<file path="src/rtl/dice_pkg.sv">
// dice_pkg: shared FSM encoding, LFSR constants, pip patterns and die step helper
package dice_pkg;
  typedef enum logic [1:0] {IDLE, ROLL, SETTLE, SHOW} state_t;
  localparam logic [15:0] LFSR_SEED = 16'hACE1;
  localparam logic [15:0] LFSR_TAPS = 16'hB400;
  localparam logic [8:0] PAT_0 = 9'b000_000_000;
  localparam logic [8:0] PAT_1 = 9'b000_010_000;
  localparam logic [8:0] PAT_2 = 9'b100_000_001;
  localparam logic [8:0] PAT_3 = 9'b100_010_001;
  localparam logic [8:0] PAT_4 = 9'b101_000_101;
  localparam logic [8:0] PAT_5 = 9'b101_010_101;
  localparam logic [8:0] PAT_6 = 9'b101_101_101;
  localparam logic [8:0] PAT_7 = 9'b111_101_111;
  localparam logic [7:0][8:0] PATTERNS = {PAT_7, PAT_6, PAT_5, PAT_4, PAT_3, PAT_2, PAT_1, PAT_0};
  function automatic logic [2:0] die_next(input logic [2:0] v, input logic [2:0] r);
    return (r != 3'd0 && r != 3'd7) ? r : (v == 3'd6 || v == 3'd0) ? 3'd1 : v + 3'd1;
  endfunction
endpackage

</file>
<file path="src/rtl/dice_pattern.sv">
// dice_pattern: maps a die value to its 3x3 pip LED pattern
module dice_pattern
  import dice_pkg::*;
(
  input  logic [2:0] value,
  output logic [8:0] pattern
);
  assign pattern = PATTERNS[value];
endmodule

</file>
<file path="src/rtl/dice_display.sv">
// dice_display: multi-die roller with settle FSM and multiplexed pip display
module dice_display
  import dice_pkg::*;
#(
  parameter int N_DICE       = 2,
  parameter int SCAN_DIV     = 1000,
  parameter int TICK_DIV     = 50000,
  parameter int SETTLE_STEPS = 8
) (
  input  logic                  clk,
  input  logic                  rst,
  input  logic                  roll_i,
  input  logic                  blank_i,
  output logic [3*N_DICE-1:0]   value_o,
  output logic                  valid_o,
  output logic                  busy_o,
  output logic [8:0]            leds_o,
  output logic [N_DICE-1:0]     die_sel_o
);
  localparam int TW = $clog2(TICK_DIV);
  localparam int SW = $clog2(SCAN_DIV);
  localparam int IW = N_DICE > 1 ? $clog2(N_DICE) : 1;
  localparam int CW = $clog2(SETTLE_STEPS + 1);
  state_t state;
  logic [TW-1:0] tick_cnt;
  logic [SW-1:0] slot;
  logic [IW-1:0] idx;
  logic [CW-1:0] step;
  logic [15:0] lfsr;
  logic tick;
  logic [3*N_DICE-1:0] rolled;
  logic [2:0] cur;
  logic [8:0] pat;
  assign tick = tick_cnt == TW'(TICK_DIV - 1);
  assign cur = value_o[3*idx +: 3];
  always_comb begin
    rolled = value_o;
    for (int k = 0; k < N_DICE; k++) rolled[3*k +: 3] = die_next(value_o[3*k +: 3], lfsr[3*k +: 3]);
  end
  always_ff @(posedge clk or posedge rst) begin
    if (rst) begin
      tick_cnt <= '0;
      lfsr <= LFSR_SEED;
    end else begin
      tick_cnt <= tick ? '0 : tick_cnt + 1'b1;
      lfsr <= {1'b0, lfsr[15:1]} ^ (lfsr[0] ? LFSR_TAPS : 16'h0);
    end
  end
  always_ff @(posedge clk or posedge rst) begin
    if (rst) begin
      state <= IDLE;
      value_o <= '0;
      step <= '0;
      valid_o <= 1'b0;
      busy_o <= 1'b0;
    end else begin
      case (state)
        IDLE: if (roll_i) begin
          state <= ROLL;
          busy_o <= 1'b1;
          value_o <= {N_DICE{3'd1}};
        end
        ROLL: begin
          if (tick) value_o <= rolled;
          if (!roll_i) begin
            state <= SETTLE;
            step <= '0;
          end
        end
        SETTLE: begin
          if (tick) value_o <= rolled;
          if (roll_i) state <= ROLL;
          else if (tick) begin
            step <= step + 1'b1;
            if (step + 1'b1 == CW'(SETTLE_STEPS)) begin
              state <= SHOW;
              busy_o <= 1'b0;
              valid_o <= 1'b1;
            end
          end
        end
        SHOW: if (roll_i) begin
          state <= ROLL;
          busy_o <= 1'b1;
          valid_o <= 1'b0;
        end
        default: state <= IDLE;
      endcase
    end
  end
  dice_pattern u_pattern (.value(cur), .pattern(pat));
  always_ff @(posedge clk or posedge rst) begin
    if (rst) begin
      slot <= '0;
      idx <= '0;
      die_sel_o <= N_DICE'(1);
      leds_o <= '0;
    end else begin
      slot <= slot == SW'(SCAN_DIV - 1) ? '0 : slot + 1'b1;
      if (slot == SW'(SCAN_DIV - 1)) idx <= idx == IW'(N_DICE - 1) ? '0 : idx + 1'b1;
      die_sel_o <= N_DICE'(1) << idx;
      leds_o <= blank_i ? 9'h0 : pat;
    end
  end
endmodule
</file>
<file path="config.mk">
export PLATFORM = sky130hd
export DESIGN_NAME = dice_display
export DESIGN_NICKNAME = d
export VERILOG_FILES = /design/src/rtl/dice_pkg.sv /design/src/rtl/dice_pattern.sv /design/src/rtl/dice_display.sv
export SDC_FILE = /design/constraint.sdc
export NUM_CORES = 1
export LEC_CHECK = 0
export CORE_MARGIN = 2
export CORE_UTILIZATION = 25
export DETAILED_ROUTE_END_ITERATION = 10
export SETUP_SLACK_MARGIN = 0.4
export SLEW_MARGIN = 20
export SYNTH_ARGS = -nofsm -noshare
export SYNTH_HDL_FRONTEND = slang
export SYNTH_HIERARCHICAL = 1
export SYNTH_SLANG_ARGS = --single-unit
</file>
<file path="constraint.sdc">
create_clock -name clk -period 1.98 [get_ports clk]
set_clock_uncertainty 0.2 [all_clocks]
set_input_delay 0.297 -clock clk [delete_from_list [all_inputs] [get_ports clk]]
set_output_delay 0.297 -clock clk [all_outputs]
set_load 0.05 [all_outputs]
</file>
==> summary.txt, run 1 <==
Run status
  – Outcome: complete, but fails checks
  – Failing checks: negative setup slack

Critical path
  – Flop2flop setup slack: -0.17 ns
  – Reg2reg start: tick_cnt[10]
  – CP Max Fanout: 7
  – Critical Path Source Type: flop
  – Worst setup path startpoint: tick_cnt[10]
  – R2R depth: 5
  – CP Data Required Time: 1.99 ns
  – FF-to-FF End: value_o[0]
  – Arrival @ worst endpoint: approximately 2.2 ns
  – Critical Path Sink Type: flop
  – End of the critical path: value_o[0]
  – Setup Crit Path Kind: flop to flop

Timing
  – Final Critical Period: approximately 2.1 ns
  – Final worst slack: -0.166 ns
  – Final hold vios: 0
  – Slew Limit Fails: 0
  – Final Cycle Share: 108%
  – Max-Slew Margin vs Limit: 62.7%
  – Setup violators final: 18
  – Fmax: 0.466 GHz
  – RSZ-0062 raised after global routing: true
  – Worst-Margin Slew: 0.554 ns

Detailed routing
  – Final wirelength: 6.91 mm
  – Post-route ant nets: 0
  – DRC Markers: 0
  – Drt wl/cell: 13.1 um
  – Vias/cell: 4.49
  – Via Count: about 2400
  – DR iter-0 viols: between 100 and 150
  – First-pass iteration count of the detailed router: 4

Run
  – Max-cap check violation count: 0

CTS
  – Clock buffer depth: 2
  – Clk sink count: 68
  – Hold Buf Count CTS: 0
  – Cts bufs inserted: 9
  – CTS root buffer: clkbuf_16
  – Clk_lat worst skew: 0.33 ns
  – CTS clock-pin slew for the worst setup and hold paths: roughly 0.060 ns
  – H-tree depth: 3
  – CTS tree: built

Final layout
  – Cell Count, Final, Fillers Out: 528
  – Fin util: 34.8%
  – N_diodes: 0
  – P&R area growth vs syn: 35.4%
  – Nets: around 370
  – Share of cells above drive strength 1: 36.2%

Global route
  – Initial antenna violation count: 0
  – Pin count of the biggest net entering global routing: 69
  – Total track usage: about a tenth
  – Total congestion overflow: 0
  – Number of global-route vias before repair: 2394
  – First-pass GRT wire length: 11.7 mm

Synth
  – Synth cell count leaders: 59 x dfrtp_1, 26 x nand2_1, 22 x nor2_1
  – Synth cell types: 51
  – Main area contributors after synthesis: dfrtp_1 46%, dfstp_2 7.3%, ha_1 5.4%
  – Mapped Cells: 296
  – Primary FF master, synth: dfrtp_1
  – Syn nets: 314
  – Synth area leader: dfrtp_1
  – Netlist Area Pre-Place: 0.00324 mm2
  – Post-Syn Area per Cell: 11.0 um2
  – Post-synth ARST share: 100%
  – Cell with the most instances after synthesis: dfrtp_1
  – Sequential share of the synthesized area: between 50 and 60%
  – FF+latch count, synth: 68
  – Post-synth top area share: 45.5%
  – EDFF count, synth: 0
  – Ys Warns: 6

Floorplan
  – Row count: 41
  – Die width: around 120 um
  – Die Area: between 0.01 and 0.015 mm2
  – Core Area: between 0.01 and 0.015 mm2
  – Ports: 23
  – Chip height: 118 um
  – Initial Utilization: 25.7%

Worst hold path
  – Hold Crit Class: flop to flop
  – Critical hold path startpoint: lfsr[9]

Power and ir drop
  – Pwr per Cell Area: 1040 mW/mm2
  – Maximum vdd ir drop: ~0.70 mV
  – Leak: 0.00195 uW

Placed design
  – HPWL after DPL: 4.52 mm
  – Gpl congestion: 0.799
  – Port-buffer cells: 22
  – Placed Instances: 503
cells by family (layout without fill, tap and decap cells):
logic type | Yosys count | after routing | synth area share [%]
simple gates | 116 | 116 | 20.1
flops | 68 | 68 | 52.8
compound gates | 43 | 43 | 9.22
buf+inv | 24 | 84 | 3.70
xor+xnor | 23 | 23 | 6.21
fa+ha+maj | 14 | 14 | 5.40
mux | 8 | 8 | 2.55
repair_timing:
item	4_1_cts	5_1_grt
resized for setup	49	31
pin swaps	12	15
setup endpoints to repair	46	42
hold endpoints to repair	0	0
setup buffers	6	3
power by group:
part	leakage [uW]	internal, uW	switching, uW
registers	0.000847	1500	115
logic	0.000959	489	861
clock network	0.000144	1010	602
total	0.00195	3000	1580
worst min path at each step:
stage,end,slack [ns],depth (start not counted)
floorplan,lfsr[8],0.13,0
global placement,lfsr[7],0.14,0
finish,lfsr[8],0.15,0
detailed placement,lfsr[7],0.14,0
global route,lfsr[5],0.15,0
CTS,lfsr[8],0.15,0
state kept, by name, summed over array words and instances, names as in the netlist:
signal and flops:
die_sel_o 2, busy_o 1, lfsr 16, valid_o 1
leds_o 9, slot 10, idx 1, tick_cnt 16
state 2, step 4, value_o 6
cell usage in the layout, fill, tap and decap left out, types with 3 or more instances in the layout:
cell type | synthesis | layout
a32oi_1 | 3 | 3
xor2_1 | 14 | 14
nand3_1 | 15 | 12
clkbuf_16 | 0 | 9
dfrtp_2 | 0 | 6
o21bai_1 | 5 | 5
ha_1 | 14 | 13
a31oi_1 | 4 | 3
xnor2_1 | 9 | 7
clkdlybuf4s50_1 | 0 | 3
buf_4 | 6 | 36
mux2i_1 | 6 | 6
and2_4 | 0 | 4
clkdlybuf4s15_2 | 0 | 9
clkinvlp_4 | 0 | 3
dfstp_2 | 9 | 9
o21ai_0 | 7 | 3
nor2_2 | 0 | 5
nor2_1 | 22 | 15
nand2_1 | 26 | 23
nor3_1 | 4 | 4
a21oi_1 | 7 | 6
dfrtp_1 | 59 | 53
inv_1 | 13 | 12
o21ai_1 | 0 | 3
nand3_2 | 2 | 4
nand4_1 | 8 | 8
nor2b_1 | 11 | 11
and3_1 | 6 | 5
buf_6 | 1 | 5
critical path: stages, from the launching register on:
cell     delay (ns)
dfrtp_1        0.37
or4b_4         0.57
nor4_4         0.35
buf_6          0.20
nand3_4        0.10
o221a_1        0.23
metal layers:
layer	track usage [%]	wire (um)
met1	13.7	3250
met2	16.2	3280
met3	3.73	288
met4	3.84	95
met5	0	0
cell type report:
class / count / area, um2
flip-flops and latches: 68 / 1720
multi-input cells: 204 / 1600
well taps: 172 / 215
clock buffers: 10 / 239
clock inverters: 6 / 63.8
fillers: 1273 / 8230
inverters: 13 / 52.6
repair buffers: 55 / 493
per-stage QoR:
stage / TNS (ns) / setup slack [ns] / hold slack [ns] / area [um2] / total power [uW]
finish: -1.86 / -0.166 / 0.151 / 4390 / 4570
detailed placement: -1.48 / -0.150 / 0.139 / 3810 / 2900
global route: -3.05 / -0.223 / 0.154 / 4390 / 4830
floorplan: -0.970 / -0.132 / 0.131 / 3290 / 2520
CTS: -1.57 / -0.130 / 0.155 / 4250 / 4590
global placement: -0.999 / -0.111 / 0.137 / 3810 / 2880
Note: power is estimated with default switching activity, not from simulation.
==> inputs of run 2 (changes only) <==
--- a/config.mk
+++ b/config.mk
@@ -8,6 +8,7 @@
 export CORE_MARGIN = 2
 export CORE_UTILIZATION = 25
 export DETAILED_ROUTE_END_ITERATION = 10
+export MAX_ROUTING_LAYER = met4
 export SETUP_SLACK_MARGIN = 0.4
 export SLEW_MARGIN = 20
 export SYNTH_ARGS = -nofsm -noshare
==> run 2 against run 1 <==
The flow still finishes with violations (negative setup slack); clock power about the same; global-route usage increased by 0.26 points; non-clock buffer count unchanged; final cell count unchanged; wire length decreased by 0.51%; sequential share of layout area unchanged; die area unchanged; critical endpoint unchanged.
==> summary.txt, run 2 (synthesized netlist as in run 1, its figures left out) <==
Run status
  – Outcome: complete, but fails checks
  – Failing checks: negative setup slack

Placed design
  – Gpl congestion: 0.810 (+1.4%)
  – Area after DPL: 0.00381 mm2 (unchanged)
  – Port-buffer cells: 22 (unchanged)
  – HPWL after DPL: 4.52 mm (unchanged)
  – Placed Instances: 503 (unchanged)

Timing
  – Max-Slew Margin vs Limit: 62.6% (about the same)
  – Worst-Margin Slew: 0.555 ns (+0.000895 ns)
  – Final hold slack: 0.152 ns (+0.000781 ns)
  – Final Cycle Share: 108% (about the same)
  – Final hold vios: 0 (unchanged)
  – Setup violators final: 18 (unchanged)
  – Slew Limit Fails: 0 (unchanged)
  – Final Critical Period: 2.15 ns (-0.00113 ns)
  – Final worst slack: -0.165 ns (+0.00113 ns)
  – Fmax: 0.466 GHz (about the same)
  – RSZ-0062 raised after global routing: true

Global route
  – Total congestion overflow: 0 (unchanged)
  – Pin count of the biggest net entering global routing: 69 (unchanged)
  – First-pass GRT wire length: 11.7 mm (-0.11%)
  – Number of global-route vias before repair: 2395 (+0.042%)
  – Total track usage: 10.8% (+0.26 points)
  – Initial antenna violation count: 0 (unchanged)

Power and ir drop
  – Leak: 0.00195 uW (unchanged)
  – Pwr per Cell Area: 1040 mW/mm2 (-0.14%)
  – Maximum vdd ir drop: 0.695 mV (about the same)
  – Power, Total: 4570 uW (-0.14%)

Floorplan
  – Ports: 23 (unchanged)
  – Die Area: 0.0139 mm2 (unchanged)
  – Initial Utilization: 25.7% (unchanged)
  – Chip height: 118 um (unchanged)
  – Row count: 41 (unchanged)
  – Die width: 118 um (unchanged)
  – Core Area: 0.0126 mm2 (unchanged)

Critical path
  – Setup Crit Path Kind: flop to flop
  – Family with the most delay on the worst path: simple AND/OR/NAND/NOR gates
  – Critical Path Source Type: flop
  – Slowest stage cell on the critical path: or4b_4
  – Max incr delay on CP: 0.57 ns (about the same)
  – CP Max Fanout: 7 (unchanged)
  – Critical Path Sink Type: flop
  – Arrival @ worst endpoint: 2.16 ns (about the same)
  – Critical-path cell list: or4b_4, nor4_4, buf_6, nand3_4, o221a_1
  – CP Data Required Time: 1.99 ns (about the same)
  – WP buf/inv: 1 (unchanged)

Final layout
  – P&R area growth vs syn: 35.4% (unchanged)
  – Nets: 369 (unchanged)
  – Cell Count, Final, Fillers Out: 528 (unchanged)
  – Most frequent cells in the layout: 53 x dfrtp_1, 36 x buf_4, 23 x nand2_1, 15 x nor2_1, 14 x xor2_1
  – N_diodes: 0 (unchanged)
  – Finished Cell Area: 0.00439 mm2 (unchanged)
  – Biggest regs: lfsr (16), tick_cnt (16), slot (10)
  – Fin util: 34.8% (unchanged)
  – Most common cell after layout, fill and taps aside: dfrtp_1
  – Share of cells above drive strength 1: 36.2% (unchanged)

CTS
  – Clk sink count: 68 (unchanged)
  – CTS tree: built
  – Hold Buf Count CTS: 0 (unchanged)
  – Clk_lat worst skew: 0.33 ns (about the same)
  – Clock buffer depth: 2 (unchanged)
  – Cts bufs inserted: 9 (unchanged)
  – H-tree depth: 3 (unchanged)
  – CTS root buffer: clkbuf_16
  – CTS clock-pin slew for the worst setup and hold paths: 0.06 ns (about the same)

Detailed routing
  – Final wirelength: 6.88 mm (-0.51%)
  – Drt wl/cell: 13.0 um (-0.51%)
  – Post-route ant nets: 0 (unchanged)
  – First-pass iteration count of the detailed router: 4 (unchanged)
  – Via Count: 2385 (+0.59%)
  – DR iter-0 viols: 118 (-5.6%)
  – DRC Markers: 0 (unchanged)
  – Vias/cell: 4.52 (+0.59%)

Worst hold path
  – Hold Crit Class: flop to flop

Run
  – Max-cap check violation count: 0 (unchanged)
==> run 2: cell counts in the layout (fill, tap and decap cells not counted) <==
Identical to the previous run, type by type.
==> run 2: report_power, final <==
| group | switching, uW | total (uW) | internal [uW] |
|---|---|---|---|
| Sequential | 114 | 1610 | 1500 |
| Clock | 602 | 1610 | 1010 |
| Combinational | 856 | 1350 | 489 |
==> run 2: path summary, 6_finish.rpt <==
path	from	end	slack, ns	cells past startpoint
min in group asynchronous	rst	tick_cnt[5]	0.19	3
max in group asynchronous	rst	lfsr[6]	1.04	3
setup / recovery	tick_cnt[10]	value_o[0]	-0.17	5
hold reg to reg	lfsr[9]	lfsr[8]	0.15	0
hold / removal	lfsr[9]	lfsr[8]	0.15	0
setup reg to reg	tick_cnt[10]	value_o[0]	-0.17	5
==> run 2: what timing repair did <==
item | in CTS | in global routing
endpoints found under the setup margin | 46 | 42
setup buffers | 6 | 3
resized for setup | 49 | 31
pin swaps | 12 | 15
==> run 2: layer usage <==
layer  vias up  wire (um)  part of all wire [%]  GRT usage [%]
met5         -          0                     0              -
met4         0        125                   1.8           4.07
met3        15        259                   3.8           3.34
met2        41       3260                    47           16.2
met1      1180       3240                    47           13.7
li1       1149          -                     -              -
==> run 2: layout make-up <==
type,instances,area (um2)
Clock buffer,10,239
Clock inverter,6,63.8
Fill cell,1273,8230
Inverter,13,52.6
Multi-Input combinational cell,204,1600
Sequential cell,68,1720
Tap cell,172,215
Timing Repair Buffer,55,493
==> run 2: per-stage QoR <==
step,setup WS (ns),TNS (ns)
floorplan,-0.132,-0.970
global placement,-0.111,-0.999
detailed placement,-0.150,-1.48
CTS,-0.130,-1.57
global route,-0.222,-3.04
finish,-0.165,-1.84
==> edit: new RTL, config.mk and constraints of run 2 <==
Put one more register stage on the output `leds_o`, without a reset. The value now appears one clock later. The other outputs are not delayed to match.
--- a/src/rtl/dice_display.sv
+++ b/src/rtl/dice_display.sv
@@ -21,6 +21,8 @@
   localparam int SW = $clog2(SCAN_DIV);
   localparam int IW = N_DICE > 1 ? $clog2(N_DICE) : 1;
   localparam int CW = $clog2(SETTLE_STEPS + 1);
+
+  logic [8:0] leds_s0;
   state_t state;
   logic [TW-1:0] tick_cnt;
   logic [SW-1:0] slot;
@@ -94,12 +96,16 @@
       slot <= '0;
       idx <= '0;
       die_sel_o <= N_DICE'(1);
-      leds_o <= '0;
+      leds_s0 <= '0;
     end else begin
       slot <= slot == SW'(SCAN_DIV - 1) ? '0 : slot + 1'b1;
       if (slot == SW'(SCAN_DIV - 1)) idx <= idx == IW'(N_DICE - 1) ? '0 : idx + 1'b1;
       die_sel_o <= N_DICE'(1) << idx;
-      leds_o <= blank_i ? 9'h0 : pat;
+      leds_s0 <= blank_i ? 9'h0 : pat;
     end
   end
+  always_ff @(posedge clk) begin
+    leds_o <= leds_s0;
+  end
+
 endmodule
Check against the original RTL: not equivalent (Yosys sat finds a counterexample within 4 cycles, from zero or initial values and one cycle with rst high).
==> edit against run 2 <==
The flow still finishes with violations (setup timing); non-clock buffer count grew 11; clock power increased by 21%; count of clock-buffer cells in the layout down 1; utilization is 0.95 points higher; via count increased by 3.7%; worst setup slack got worse by 0.00082 ns; sequential cell count up 9; design area grew 7.8%; wire length rose by 1.4%; area after synthesis grew 4.9%; largest power group is now the clock network; power rose by 17%; die area is 4.7% higher.
==> edit: results <==
metrics = {
    "critical_path": {
        "crit_path_max_fanout": 7,
        "slowest_delay_ns": 0.53,
        "slowest_stage": "or4b_1",
        "crit_start": "tick_cnt[10]",
        "rr_startpoint": "tick_cnt[10]",
        "cp.arrival_ns": 2.16,
        "ff2ff_path_depth": 5,
        "endpoint": "step[2]",
        "critPathTopFamily": "simple AND/OR/NAND/NOR gates",
    },
    "place": {
        "port_buffers": 22,
        "dpl.hpwl_mm": 4.84,
        "gp_congestion": 0.806,
    },
    "synth": {
        "ys_warn_count": 6,
        "synth_area_leaders": "dfrtp_1 (43%), dfstp_2 (7.0%), dfxtp_1 (5.3%), ha_1 (5.2%), xor2_1 (4.1%)",
        "netlist-cell-type-count": 54,
        "syn-num-nets": 322,
        "synthFlopType": "dfrtp_1",
        "synth_edf_count": 0,
        "ys_seq_area_share_pct": 55.7,
        "async_flop_share_pct": 88.3,
        "ys_top_cells_by_count": "dfrtp_1 (59), nand2_1 (25), inv_1 (16), nor2_1 (16), xor2_1 (16)",
    },
    "worst_hold_path": {
        "min_path_cells": 0,
        "hold_path_class": "reg2reg",
    },
    "cts": {
        "clk_pin_slew_worst_paths_ns": 0.07,
        "cts_post_setup_buffers_inserted": 2,
        "cts_buffers": 9,
        "clk_path_buf_depth": 2,
        "clk_latency_ns": 0.34,
        "cts_root_buffer": "clkbuf_16",
        "htreeDepth": 3,
        "cts_resized": 39,
    },
    "layout": {
        "drive_gt1_share_pct": 35.0,
        "fillers": 1304,
        "largestRegisters": "lfsr: 16 flops, tick_cnt: 16 flops, slot: 10 flops",
        "num-nets-final": 387,
        "num_antenna_cells": 0,
    },
    "pwr": {
        "peakVddDrop_v": 0.000435,
        "p_seq_share_pct": 35.1,
        "combPwrFrac_pct": 28.4,
        "powerDensity_mw_per_mm2": 1130,
        "p_sw_share_pct": 32.6,
        "leakagePower_nw": 2.07,
    },
    "grt": {
        "grt_pass1_vias": 2516,
        "antenna_found_initial": 0,
        "grt_pass1_wl_mm": 12.0,
        "grtUsageTotal_pct": 10.7,
        "grt_max_degree": 20,
    },
    "run_status": {
        "violations": "setup timing",
        "status": "complete, but fails checks",
    },
    "timing": {
        "setup_ws_ns": -0.166,
        "holdWs_ns": 0.139,
        "setup_viol": 8,
        "relSlewSlack_pct": 66.0,
    },
    "drt": {
        "drt_iter0_drc": 171,
        "vias_per_cell": 4.50,
        "drt_wl_total_mm": 6.98,
        "dr.pass1.iters": 4,
    },
}
## edit: cell families after synthesis
family / share of synthesized area, %
flip-flops: 55.7
multiplexers: 1.51
adder cells (fa/ha/maj): 5.15
AO/OA/AOI/OAI: 11.3
buffers and inverters: 3.68
AND/OR/NAND/NOR: 17.3
XOR/XNOR: 5.41
## edit: area by class of cell
cell class | count | area, um2 | area share [%]
inverter | 16 | 63.8 | 1.35
clock buffer | 9 | 225 | 4.76
clock inverter | 7 | 128 | 2.70
timing repair buffer | 66 | 639 | 13.5
tap | 176 | 220 | 4.65
sequential | 77 | 1900 | 40.2
multi-input combinational | 199 | 1550 | 32.8
## edit: through the flow
| stage | instance area (um2) | util [%] | TNS, ns | cells | worst slack [ns] |
|---|---|---|---|---|---|
| 2_1_floorplan | 3460 | - | -0.323 | 304 | -0.0803 |
| 3_3_place_gp | 4130 | 31.2 | -0.455 | 529 | -0.0859 |
| 3_5_place_dp | 4130 | 31.2 | -0.899 | 529 | -0.151 |
| 4_1_cts | 4580 | 34.6 | -0.815 | 548 | -0.156 |
| 5_1_grt | 4730 | 35.7 | -1.67 | 550 | -0.245 |
| 6_report | 4730 | 35.7 | -0.808 | 550 | -0.166 |
## edit: per-layer routing
layer | routed length, um | vias to the layer above | global-route usage, %
li1 | - | 1203 | -
met2 | 3350 | 32 | 15.9
met3 | 206 | 13 | 2.83
met4 | 154 | 0 | 5.23
met1 | 3260 | 1225 | 13.5
met5 | 0 | - | -
## edit: how the worst min path moves through the flow
stage | endpoint | start
5_1_grt | leds_o[0] | leds_s0[0]
3_3_place_gp | leds_o[5] | leds_s0[5]
2_1_floorplan | leds_o[0] | leds_s0[0]
3_5_place_dp | leds_o[7] | leds_s0[7]
4_1_cts | leds_o[7] | leds_s0[7]
6_report | leds_o[8] | leds_s0[8]
